File: src/rtl/de2_115_sopc_memfill_pkg.sv
// Shared types and constants for the on-chip memory fill/verify engine.
// Build option MEMFILL_VERIFY_EN (see top) adds the read-back check path.
package de2_115_sopc_memfill_pkg;
    localparam int DEFAULT_DEPTH = 51200;

    typedef enum logic [1:0] {ST_IDLE, ST_FILL, ST_CHECK, ST_DRAIN} state_t;

    localparam logic [2:0] CSR_CTRL      = 3'd0;
    localparam logic [2:0] CSR_BASE      = 3'd1;
    localparam logic [2:0] CSR_LENGTH    = 3'd2;
    localparam logic [2:0] CSR_PATTERN   = 3'd3;
    localparam logic [2:0] CSR_MISCOUNT  = 3'd4;
    localparam logic [2:0] CSR_FIRST_ERR = 3'd5;

    localparam int CTRL_START = 0;
    localparam int CTRL_MODE  = 1;
    localparam int CTRL_INCR  = 2;
    localparam int CTRL_ABORT = 3;

    // Data of word idx in the range: constant or incrementing pattern.
    function automatic logic [31:0] word_data(logic [31:0] pattern, logic incr, logic [16:0] idx);
        return incr ? pattern + {15'd0, idx} : pattern;
    endfunction
endpackage

File: src/rtl/de2_115_sopc_memfill_addr_gen.sv
// Loadable word counter: modulo-DEPTH address, word index and last-word flag.
module de2_115_sopc_memfill_addr_gen
    import de2_115_sopc_memfill_pkg::*;
#(
    parameter int DEPTH = DEFAULT_DEPTH,
    parameter int AW    = 16
) (
    input  logic          clk,
    input  logic          reset,
    input  logic          load,
    input  logic          step,
    input  logic [AW-1:0] base,
    input  logic [16:0]   length,
    output logic [AW-1:0] addr,
    output logic [16:0]   idx,
    output logic          last
);
    logic [16:0] len_m1;

    always_ff @(posedge clk or posedge reset) begin
        if (reset) begin
            addr   <= '0;
            idx    <= '0;
            len_m1 <= '0;
        end else if (load) begin
            addr   <= base;
            idx    <= '0;
            len_m1 <= length - 17'd1;
        end else if (step) begin
            addr <= (addr == AW'(DEPTH - 1)) ? '0 : addr + AW'(1);
            idx  <= idx + 17'd1;
        end
    end

    assign last = (idx == len_m1);
endmodule

File: src/rtl/de2_115_sopc_memfill.sv
// Avalon-MM fill/verify engine driving the on-chip RAM port while busy.
// Define MEMFILL_VERIFY_EN to build the CHECK/DRAIN read-back compare path.
module de2_115_sopc_memfill
    import de2_115_sopc_memfill_pkg::*;
#(
    parameter int DEPTH = DEFAULT_DEPTH,
    parameter int AW    = 16
) (
    input  logic          clk,
    input  logic          reset,
    input  logic [2:0]    csr_address,
    input  logic          csr_read,
    input  logic          csr_write,
    input  logic [31:0]   csr_writedata,
    output logic [31:0]   csr_readdata,
    input  logic          hold,
    output logic [AW-1:0] mem_address,
    output logic [3:0]    mem_byteenable,
    output logic          mem_chipselect,
    output logic          mem_write,
    output logic [31:0]   mem_writedata,
    output logic          mem_clken,
    input  logic [31:0]   mem_readdata,
    output logic          busy,
    output logic          irq
);
    localparam logic [31:0] DEPTH_W = 32'(DEPTH);

    state_t        state;
    logic [AW-1:0] base_r;
    logic [16:0]   len_r;
    logic [31:0]   pat_r;
    logic          incr_r, done, err, aborted;
    logic          en, run, ctrl_wr, start_req, abort_req, bad_range, mode_bad;
    logic [AW-1:0] ag_addr;
    logic [16:0]   ag_idx;
    logic          ag_last;
    logic [31:0]   rd_mux;

`ifdef MEMFILL_VERIFY_EN
    logic [16:0]   miscount;
    logic [AW-1:0] first_err;
    logic          cmp_vld, mismatch;
    logic [31:0]   cmp_exp;
    logic [AW-1:0] cmp_addr;
    assign mismatch = cmp_vld && en && (mem_readdata != cmp_exp);
    assign mode_bad = 1'b0;
`else
    logic unused_rd;
    assign unused_rd = ^mem_readdata;
    assign mode_bad  = csr_writedata[CTRL_MODE];
`endif

    assign busy           = (state != ST_IDLE);
    assign en             = busy & ~hold;
    assign run            = (state == ST_FILL) || (state == ST_CHECK);
    assign mem_clken      = en;
    assign mem_byteenable = busy ? 4'hF : 4'h0;
    assign mem_chipselect = run;
    assign mem_write      = (state == ST_FILL);
    assign mem_address    = ag_addr;
    assign mem_writedata  = (state == ST_FILL) ? word_data(pat_r, incr_r, ag_idx) : '0;
    assign irq            = done | err;

    // ABORT only matters while busy, START only while idle.
    assign ctrl_wr   = csr_write && (csr_address == CSR_CTRL);
    assign abort_req = ctrl_wr && csr_writedata[CTRL_ABORT] && busy;
    assign start_req = ctrl_wr && csr_writedata[CTRL_START] && !busy;
    assign bad_range = (32'(base_r) >= DEPTH_W) || (32'(len_r) > DEPTH_W);

    de2_115_sopc_memfill_addr_gen #(.DEPTH(DEPTH), .AW(AW)) u_addr_gen (
        .clk    (clk),
        .reset  (reset),
        .load   (start_req),
        .step   (en && run),
        .base   (base_r),
        .length (len_r),
        .addr   (ag_addr),
        .idx    (ag_idx),
        .last   (ag_last)
    );

    always_comb begin
        rd_mux = '0;
        case (csr_address)
            CSR_CTRL:      rd_mux = {28'd0, aborted, err, done, busy};
            CSR_BASE:      rd_mux = 32'(base_r);
            CSR_LENGTH:    rd_mux = 32'(len_r);
            CSR_PATTERN:   rd_mux = pat_r;
`ifdef MEMFILL_VERIFY_EN
            CSR_MISCOUNT:  rd_mux = 32'(miscount);
            CSR_FIRST_ERR: rd_mux = 32'(first_err);
`endif
            default:       ;
        endcase
    end

    always_ff @(posedge clk or posedge reset) begin
        if (reset) begin
            state        <= ST_IDLE;
            base_r       <= '0;
            len_r        <= '0;
            pat_r        <= '0;
            incr_r       <= 1'b0;
            done         <= 1'b0;
            err          <= 1'b0;
            aborted      <= 1'b0;
            csr_readdata <= '0;
`ifdef MEMFILL_VERIFY_EN
            miscount     <= '0;
            first_err    <= '1;
            cmp_vld      <= 1'b0;
            cmp_exp      <= '0;
            cmp_addr     <= '0;
`endif
        end else begin
            if (csr_write && !busy) begin
                case (csr_address)
                    CSR_BASE:    base_r <= csr_writedata[AW-1:0];
                    CSR_LENGTH:  len_r  <= csr_writedata[16:0];
                    CSR_PATTERN: pat_r  <= csr_writedata;
                    default:     ;
                endcase
            end
            if (csr_read)
                csr_readdata <= rd_mux;

            if (abort_req) begin
                state   <= ST_IDLE;
                aborted <= 1'b1;
`ifdef MEMFILL_VERIFY_EN
                cmp_vld <= 1'b0;
`endif
            end else if (start_req) begin
                done    <= 1'b0;
                err     <= 1'b0;
                aborted <= 1'b0;
                incr_r  <= csr_writedata[CTRL_INCR];
`ifdef MEMFILL_VERIFY_EN
                miscount  <= '0;
                first_err <= '1;
                cmp_vld   <= 1'b0;
`endif
                if (bad_range || mode_bad)
                    err <= 1'b1;
                else if (len_r == 17'd0)
                    done <= 1'b1;
                else
                    state <= csr_writedata[CTRL_MODE] ? ST_CHECK : ST_FILL;
            end else if (en) begin
                case (state)
                    ST_FILL: if (ag_last) begin
                        state <= ST_IDLE;
                        done  <= 1'b1;
                    end
`ifdef MEMFILL_VERIFY_EN
                    ST_CHECK: begin
                        cmp_vld  <= 1'b1;
                        cmp_exp  <= word_data(pat_r, incr_r, ag_idx);
                        cmp_addr <= ag_addr;
                        if (ag_last) state <= ST_DRAIN;
                    end
                    ST_DRAIN: begin
                        state   <= ST_IDLE;
                        done    <= 1'b1;
                        cmp_vld <= 1'b0;
                        err     <= (miscount != 17'd0) || mismatch;
                    end
`endif
                    default: ;
                endcase
`ifdef MEMFILL_VERIFY_EN
                // Compare of the word read on the previous enabled cycle.
                if (mismatch) begin
                    miscount <= miscount + 17'd1;
                    if (miscount == 17'd0) first_err <= cmp_addr;
                end
`endif
            end
        end
    end
endmodule
File: config.mk
export PLATFORM = sky130hd
export DESIGN_NAME = de2_115_sopc_memfill
export DESIGN_NICKNAME = d
export VERILOG_FILES = /design/src/rtl/de2_115_sopc_memfill_pkg.sv /design/src/rtl/de2_115_sopc_memfill_addr_gen.sv /design/src/rtl/de2_115_sopc_memfill.sv
export SDC_FILE = /design/constraint.sdc
export NUM_CORES = 1
export LEC_CHECK = 0
export CORE_ASPECT_RATIO = 0.8
export CORE_UTILIZATION = 48
export DETAILED_ROUTE_END_ITERATION = 8
export GPL_TIMING_DRIVEN = 1
export HOLD_SLACK_MARGIN = 0.12
export PLACE_DENSITY = 0.84
export RECOVER_POWER = 50
export SYNTH_ARGS = -nofsm -noshare
export SYNTH_HDL_FRONTEND = slang
export SYNTH_SLANG_ARGS = --single-unit
File: constraint.sdc
create_clock -name clk -period 5 [get_ports clk]
set_clock_uncertainty 0.1 [all_clocks]
set_input_delay 0.5 -clock clk [delete_from_list [all_inputs] [get_ports clk]]
set_output_delay 0.5 -clock clk [all_outputs]
set_load 0.005 [all_outputs]
==> results of run 1 <==
==> cells in the mapped netlist, types with 6 or more instances <==
master | n | share of area (%)
dfrtp_1 | 153 | 43
nor2_1 | 53 | 2.2
a31oi_1 | 6 | 0.42
xor2_1 | 20 | 2.0
inv_1 | 54 | 2.3
nor2b_1 | 10 | 0.71
mux2i_1 | 14 | 1.6
o21ai_1 | 24 | 1.4
a221o_1 | 7 | 0.79
nand2_1 | 95 | 4.0
a21oi_1 | 37 | 2.1
clkbuf_1 | 36 | 1.5
mux2_1 | 43 | 5.5
nand4_1 | 20 | 1.4
xnor2_1 | 33 | 3.3
nand2b_1 | 14 | 0.99
o22ai_1 | 17 | 1.2
a21o_1 | 9 | 0.76
a22oi_1 | 17 | 1.4
or3_1 | 8 | 0.57
o21ai_0 | 46 | 2.6
nand3_1 | 26 | 1.5
ha_1 | 23 | 3.3
nand3b_1 | 7 | 0.59
and3_1 | 16 | 1.1
nor3_1 | 8 | 0.45
mux2_2 | 31 | 3.9
and4_1 | 7 | 0.69
==> power by group <==
group / switching (mW) / internal, mW
logic: 0.960 / 1.02
registers: 0.540 / 1.65
clock network: 0.525 / 0.803
total: 2.03 / 3.47
==> placed cells by master (no fill, tap or decap), drive strengths merged, types with 8 or more instances in the layout <==
cell type / instances
a21oi: 37
o21ai: 70
or3: 8
nand3: 26
buf: 10
nand4: 20
a21o: 9
mux2: 74
clkdlybuf4s50: 83
ha: 23
clkbuf: 24
o22ai: 17
nor2: 53
nand2b: 14
xor2: 20
nand2: 95
nor2b: 10
a22oi: 17
xnor2: 33
mux2i: 14
dfrtp: 153
nor3: 11
and3: 16
inv: 55
dlygate4sd3: 45
==> stage by stage <==
stage	setup WS, ps	power, mW	area [sq um]
after global routing	320	5.80	10900
after CTS	668	5.50	10900
final	578	5.50	10900
after detailed placement	1140	4.15	10300
after floorplan	279	3.30	8850
after global placement	1240	4.06	10300
==> area by class of cell <==
class,instances,share of cell area (%)
multi-input combinational,664,42.3
sequential,153,35.1
inverter,55,1.89
clock buffer,23,4.56
timing repair buffer,139,12.5
tap,230,2.64
clock inverter,9,1.03
==> cell families after synthesis <==
group | Yosys count | share of synthesized area, %
and+or+nand+nor | 295 | 17.0
AOI/OAI and AO/OA | 201 | 14.6
DFF | 153 | 43.3
muxes | 91 | 11.8
buffers and inverters | 102 | 4.62
adders and majority gates | 24 | 3.48
xor gates and xnor gates | 53 | 5.24
==> state kept, by name, indices dropped and copies added (netlist names) <==
signal	cells
done	1
state	2
u_addr_gen.addr	16
aborted	1
u_addr_gen.len_m1	17
u_addr_gen.idx	17
len_r	17
base_r	16
incr_r	1
err	1
pat_r	32
csr_readdata	32
==> critical path, stage by stage, from the launching register on <==
cell             delay [ps]
dfrtp_1                 440
ha_1                    390
a21o_1                  210
a21oi_1                 350
a21oi_1                 220
nor3_2                  770
o21ai_0                 210
a21oi_1                 240
clkdlybuf4s50_1         560
==> layer usage <==
layer,GRT usage (%),up-vias
met5,0,-
met1,36.7,3826
li1,-,3499
met4,9.94,0
met2,41.8,391
met3,5.12,40
==> worst max path at each step <==
stage,slack [ps],startpoint,to
final,580,pat_r[3],mem_writedata[29]
after global routing,320,reset,u_addr_gen.idx[15]
after CTS,670,u_addr_gen.idx[0],mem_writedata[18]
after detailed placement,1140,pat_r[3],mem_writedata[29]
after global placement,1240,u_addr_gen.idx[0],mem_writedata[30]
after floorplan,280,reset,aborted
==> impl_metrics.ini, run 1 <==
[job]
cap_violations = 1

[place]
port_buffers = 128
gp_congestion = 0.898
place_inst = 1241
post-dp-hpwl_mm = 17.3

[min_path]
worstHoldPathType = flip-flop to flip-flop
hold_path_startpoint = u_addr_gen.len_m1[5]
holdPathStages = 2
min_to = u_addr_gen.len_m1[5]

[final_layout]
drive_above_1_share_pct = 8.92
syn_to_final_growth_pct = 23.3
multi_input_area_sq_um = 4620
final-seq-area_sq_um = 3830
fin_util_pct = 60.2
fin_nets = 1126
final_cells = 1273
fillCellCount = 1454
n_antenna_cell = 0

[clock_network]
cts.root.buffer_cell = clkbuf_16
clock_sinks = 153
ctsHoldBuffers = 0
cts_resized = 0
clock_latency_ps = 420
cts_max_level = 4
cts.clk_slew.worst_paths_ps = 60
cts_setup_buffers = 0
cts_buffer_depth = 2
cts_made_buffers = 17
cts_tree = built

[yosys]
async_flop_share_pct = 100
synth-seq-area-share_pct = 43.3
ys_ff_latch = 153
ys.flop_type = dfrtp_1
synth_area_sq_um = 8850
yosysWarnings = 0
synth_area_per_cell_sq_um = 9.63
syn_inst = 919
synth_edf_count = 0
yosysUniqueCellTypes = 68
synth_fp_nets = 1015

[worst_setup_path]
rr_endpoint = u_addr_gen.idx[14]
path_class = flip-flop to output pin
cp_max_fo = 16
start_kind = flip-flop
r2r_start = state[0]
cp_data_arrival_time_ps = 3820
cp.required_ps = 4400
critPathCaptureType = output pin
r2r_setup_slack_ps = 1940
rr_worst_depth = 8

[sta]
finalSetupViolations = 0
rsz0062_at_grt = false
tightest_slew_ps = 3230
slew-limit-headroom_pct = -116
period_share_pct = 88.4
hold_viol = 0
fin_tns_setup_ps = 0
slew_violations = 87
post-route-min-period_ps = 4420
max_freq_ghz = 0.226
whs_ps = 412

[detailed_routing]
drt-total-wl_mm = 24.4
dr_total_vias = 7756
firstDrtPassIters = 6
drt_iter0_drc = 644
wl_met3_mm = 1.84
drtAntennaViolNets = 0
routed_via_density = 6.09
wl_met2_mm = 11.3
met1_length_mm = 10.8
wl_per_cell_um = 19.2
drc = 0
routed.top_layer = met4

[global_routing]
antenna_found_initial = 0
grt_overflow = 0
grt_pass1_vias = 7403
grt_pass1_wl_mm = 39.2
groute.usage.overall_pct = 26.6
grt_max_degree = 87

[outcome]
status = complete, but fails checks
violations = max-capacitance violations, max-slew violations

[floorplan]
dieArea_sq_um = 19000
die_h_um = 123
core_sq_um = 18100
initial_core_util_pct = 48.9
ioPinCount = 161
die_w_um = 154
core.rowCount = 44

[power_and_ir_drop]
ir_drop_uv = 342
powerDensity_nw_per_um2 = 504
p_leak_nw = 4.67
Note: power is estimated with default switching activity, not from simulation.
==> run 2, diff against run 1 <==
==> constraint.sdc (replaced) <==
create_clock -name clk -period 5 [get_ports clk]
set_clock_uncertainty 0.1 [all_clocks]
set_input_delay 1 -clock clk [delete_from_list [all_inputs] [get_ports clk]]
set_output_delay 1 -clock clk [all_outputs]
set_load 0.005 [all_outputs]
==> impl_metrics.ini, run 2 (same netlist as run 1, synthesis figures left out) <==
[final_layout]
fin_nets = 1128
n_antenna_cell = 0
top_regs = csr_readdata x32, pat_r x32
syn_to_final_growth_pct = 23.3
final_cell_area_sq_um = 10900
final_common_cell = dfrtp_1
final_cell_mix = dfrtp_1, nand2_1, clkdlybuf4s50_1
drive_above_1_share_pct = 9.09

[clock_network]
cts_made_buffers = 17
cts_buffer_depth = 2
cts_tree = built
cts.root.buffer_cell = clkbuf_16
cts_max_level = 4
cts.clk_slew.worst_paths_ps = 60
ctsHoldBuffers = 0
clock_latency_ps = 430
clock_sinks = 153

[worst_setup_path]
cpMostUsedCell = a21oi_1
cp_max_fo = 16
r2r_setup_slack_ps = 2280
rr_endpoint = u_addr_gen.addr[10]
cp_slowest_stage_delay_ps = 540
cp_data_arrival_time_ps = 3540
r2r_start = state[1]
cp_cell_sequence = ha_1, a21oi_1, nand4b_1, a21oi_1, nor3_4, or4_1, a21oi_1, clkdlybuf4s50_1
critPathCaptureType = output pin
rr_worst_depth = 8
critical-path-slowest-cell = clkdlybuf4s50_1
path_class = flip-flop to output pin
start_kind = flip-flop
cp.required_ps = 3900

[power_and_ir_drop]
power_frac_clock_pct = 23.5
p_leak_nw = 4.66
combPwrFrac_pct = 36.2
switching_power_mw = 2.02
p_int_mw = 3.43
swShare_pct = 37.1
seqPwrFrac_pct = 40.2
powerDensity_nw_per_um2 = 499
total_power_mw = 5.45
ir_drop_uv = 323

[detailed_routing]
firstDrtPassIters = 6
drt_iter0_drc = 693
dr_total_vias = 7583
drtAntennaViolNets = 0
drc = 0
drt-total-wl_mm = 23.9
wl_per_cell_um = 18.8
routed_via_density = 5.95

[floorplan]
dieArea_sq_um = 19000
initial_core_util_pct = 48.9
die_h_um = 123
die_w_um = 154
core_sq_um = 18100
ioPinCount = 161
core.rowCount = 44

[sta]
hold_viol = 0
setup_ws_ps = 364
slew-limit-headroom_pct = -14.4
slew_violations = 71
rsz0062_at_grt = false
fin_tns_setup_ps = 0
finalSetupViolations = 0
max_freq_ghz = 0.216
post-route-min-period_ps = 4640
period_share_pct = 92.7
tightest_slew_ps = 1720

[min_path]
worstHoldPathType = flip-flop to flip-flop
holdPathStages = 2
min_to = u_addr_gen.len_m1[0]
hold_path_startpoint = u_addr_gen.len_m1[0]

[global_routing]
grt_pass1_vias = 7298
groute.usage.overall_pct = 25.9
grt_max_degree = 71
grt_pass1_wl_mm = 38.1
grt_overflow = 0
antenna_found_initial = 0

[place]
gp_congestion = 0.900
post-dp-hpwl_mm = 17.3
port_buffers = 128
dpl_cell_area_sq_um = 10300
pre_cts_ws_ps = 704

[job]
cap_violations = 2

[outcome]
status = complete, but fails checks
violations = max-capacitance violations, max-slew violations
## run 2: cell type report
class                      instances  area, sq um
clock buffer                      19          443
clock inverter                    13          143
fill                            1450         7200
inverter                          55          208
multi-input combinational        664         4630
sequential                       153         3830
tap                              230          288
timing repair buffer             141         1380
## run 2: metal layers
layer	vias up	GRT usage, %	share of wire [%]
met1	3694	36.3	46
met2	334	41.3	46
met3	30	4.91	6.9
li1	3525	-	-
met4	0	7.12	1.4
met5	-	0	0
## run 2: timing repair
| action | CTS | global route |
|---|---|---|
| endpoints found under the setup margin | 0 | 4 |
| buffers inserted | 0 | 0 |
| gates resized for setup | 0 | 2 |
## run 2: worst max-delay path by stage
stage | start | end | slack (ps) | cells after the start
after global routing | u_addr_gen.idx[0] | mem_writedata[22] | 160 | 10
after global placement | u_addr_gen.idx[0] | mem_writedata[18] | 740 | 10
after floorplan | u_addr_gen.idx[0] | mem_writedata[24] | 1690 | 9
after detailed placement | u_addr_gen.idx[0] | mem_writedata[18] | 700 | 10
final | u_addr_gen.idx[1] | mem_writedata[19] | 360 | 8
after CTS | u_addr_gen.idx[0] | mem_writedata[18] | 250 | 10
## run 2: per-stage QoR
stage	cells	hold WS (ps)	util [%]
2_1_floorplan	919	342	-
3_3_place_gp	1243	384	57.1
3_5_place_dp	1243	395	57.1
4_1_cts	1275	413	60.4
5_1_grt	1275	439	60.3
6_report	1275	411	60.3
## run 2: power by group through the flow
stage	sequential, mW	combinational (mW)	clock, mW
6_report	2.19	1.97	1.28
5_1_grt	2.24	2.18	1.35
4_1_cts	2.18	2.00	1.30
3_5_place_dp	2.19	1.97	0
3_3_place_gp	2.16	1.91	0
2_1_floorplan	1.99	1.31	0
## run 2: critical path, delay by kind of cell (launching register included)
family / cells / cell delay, ps
adders and majority gates: 1 / 320
DFF: 1 / 470
AOI/OAI and AO/OA: 3 / 780
and+or+nand+nor: 3 / 1020
buffers and inverters: 1 / 540
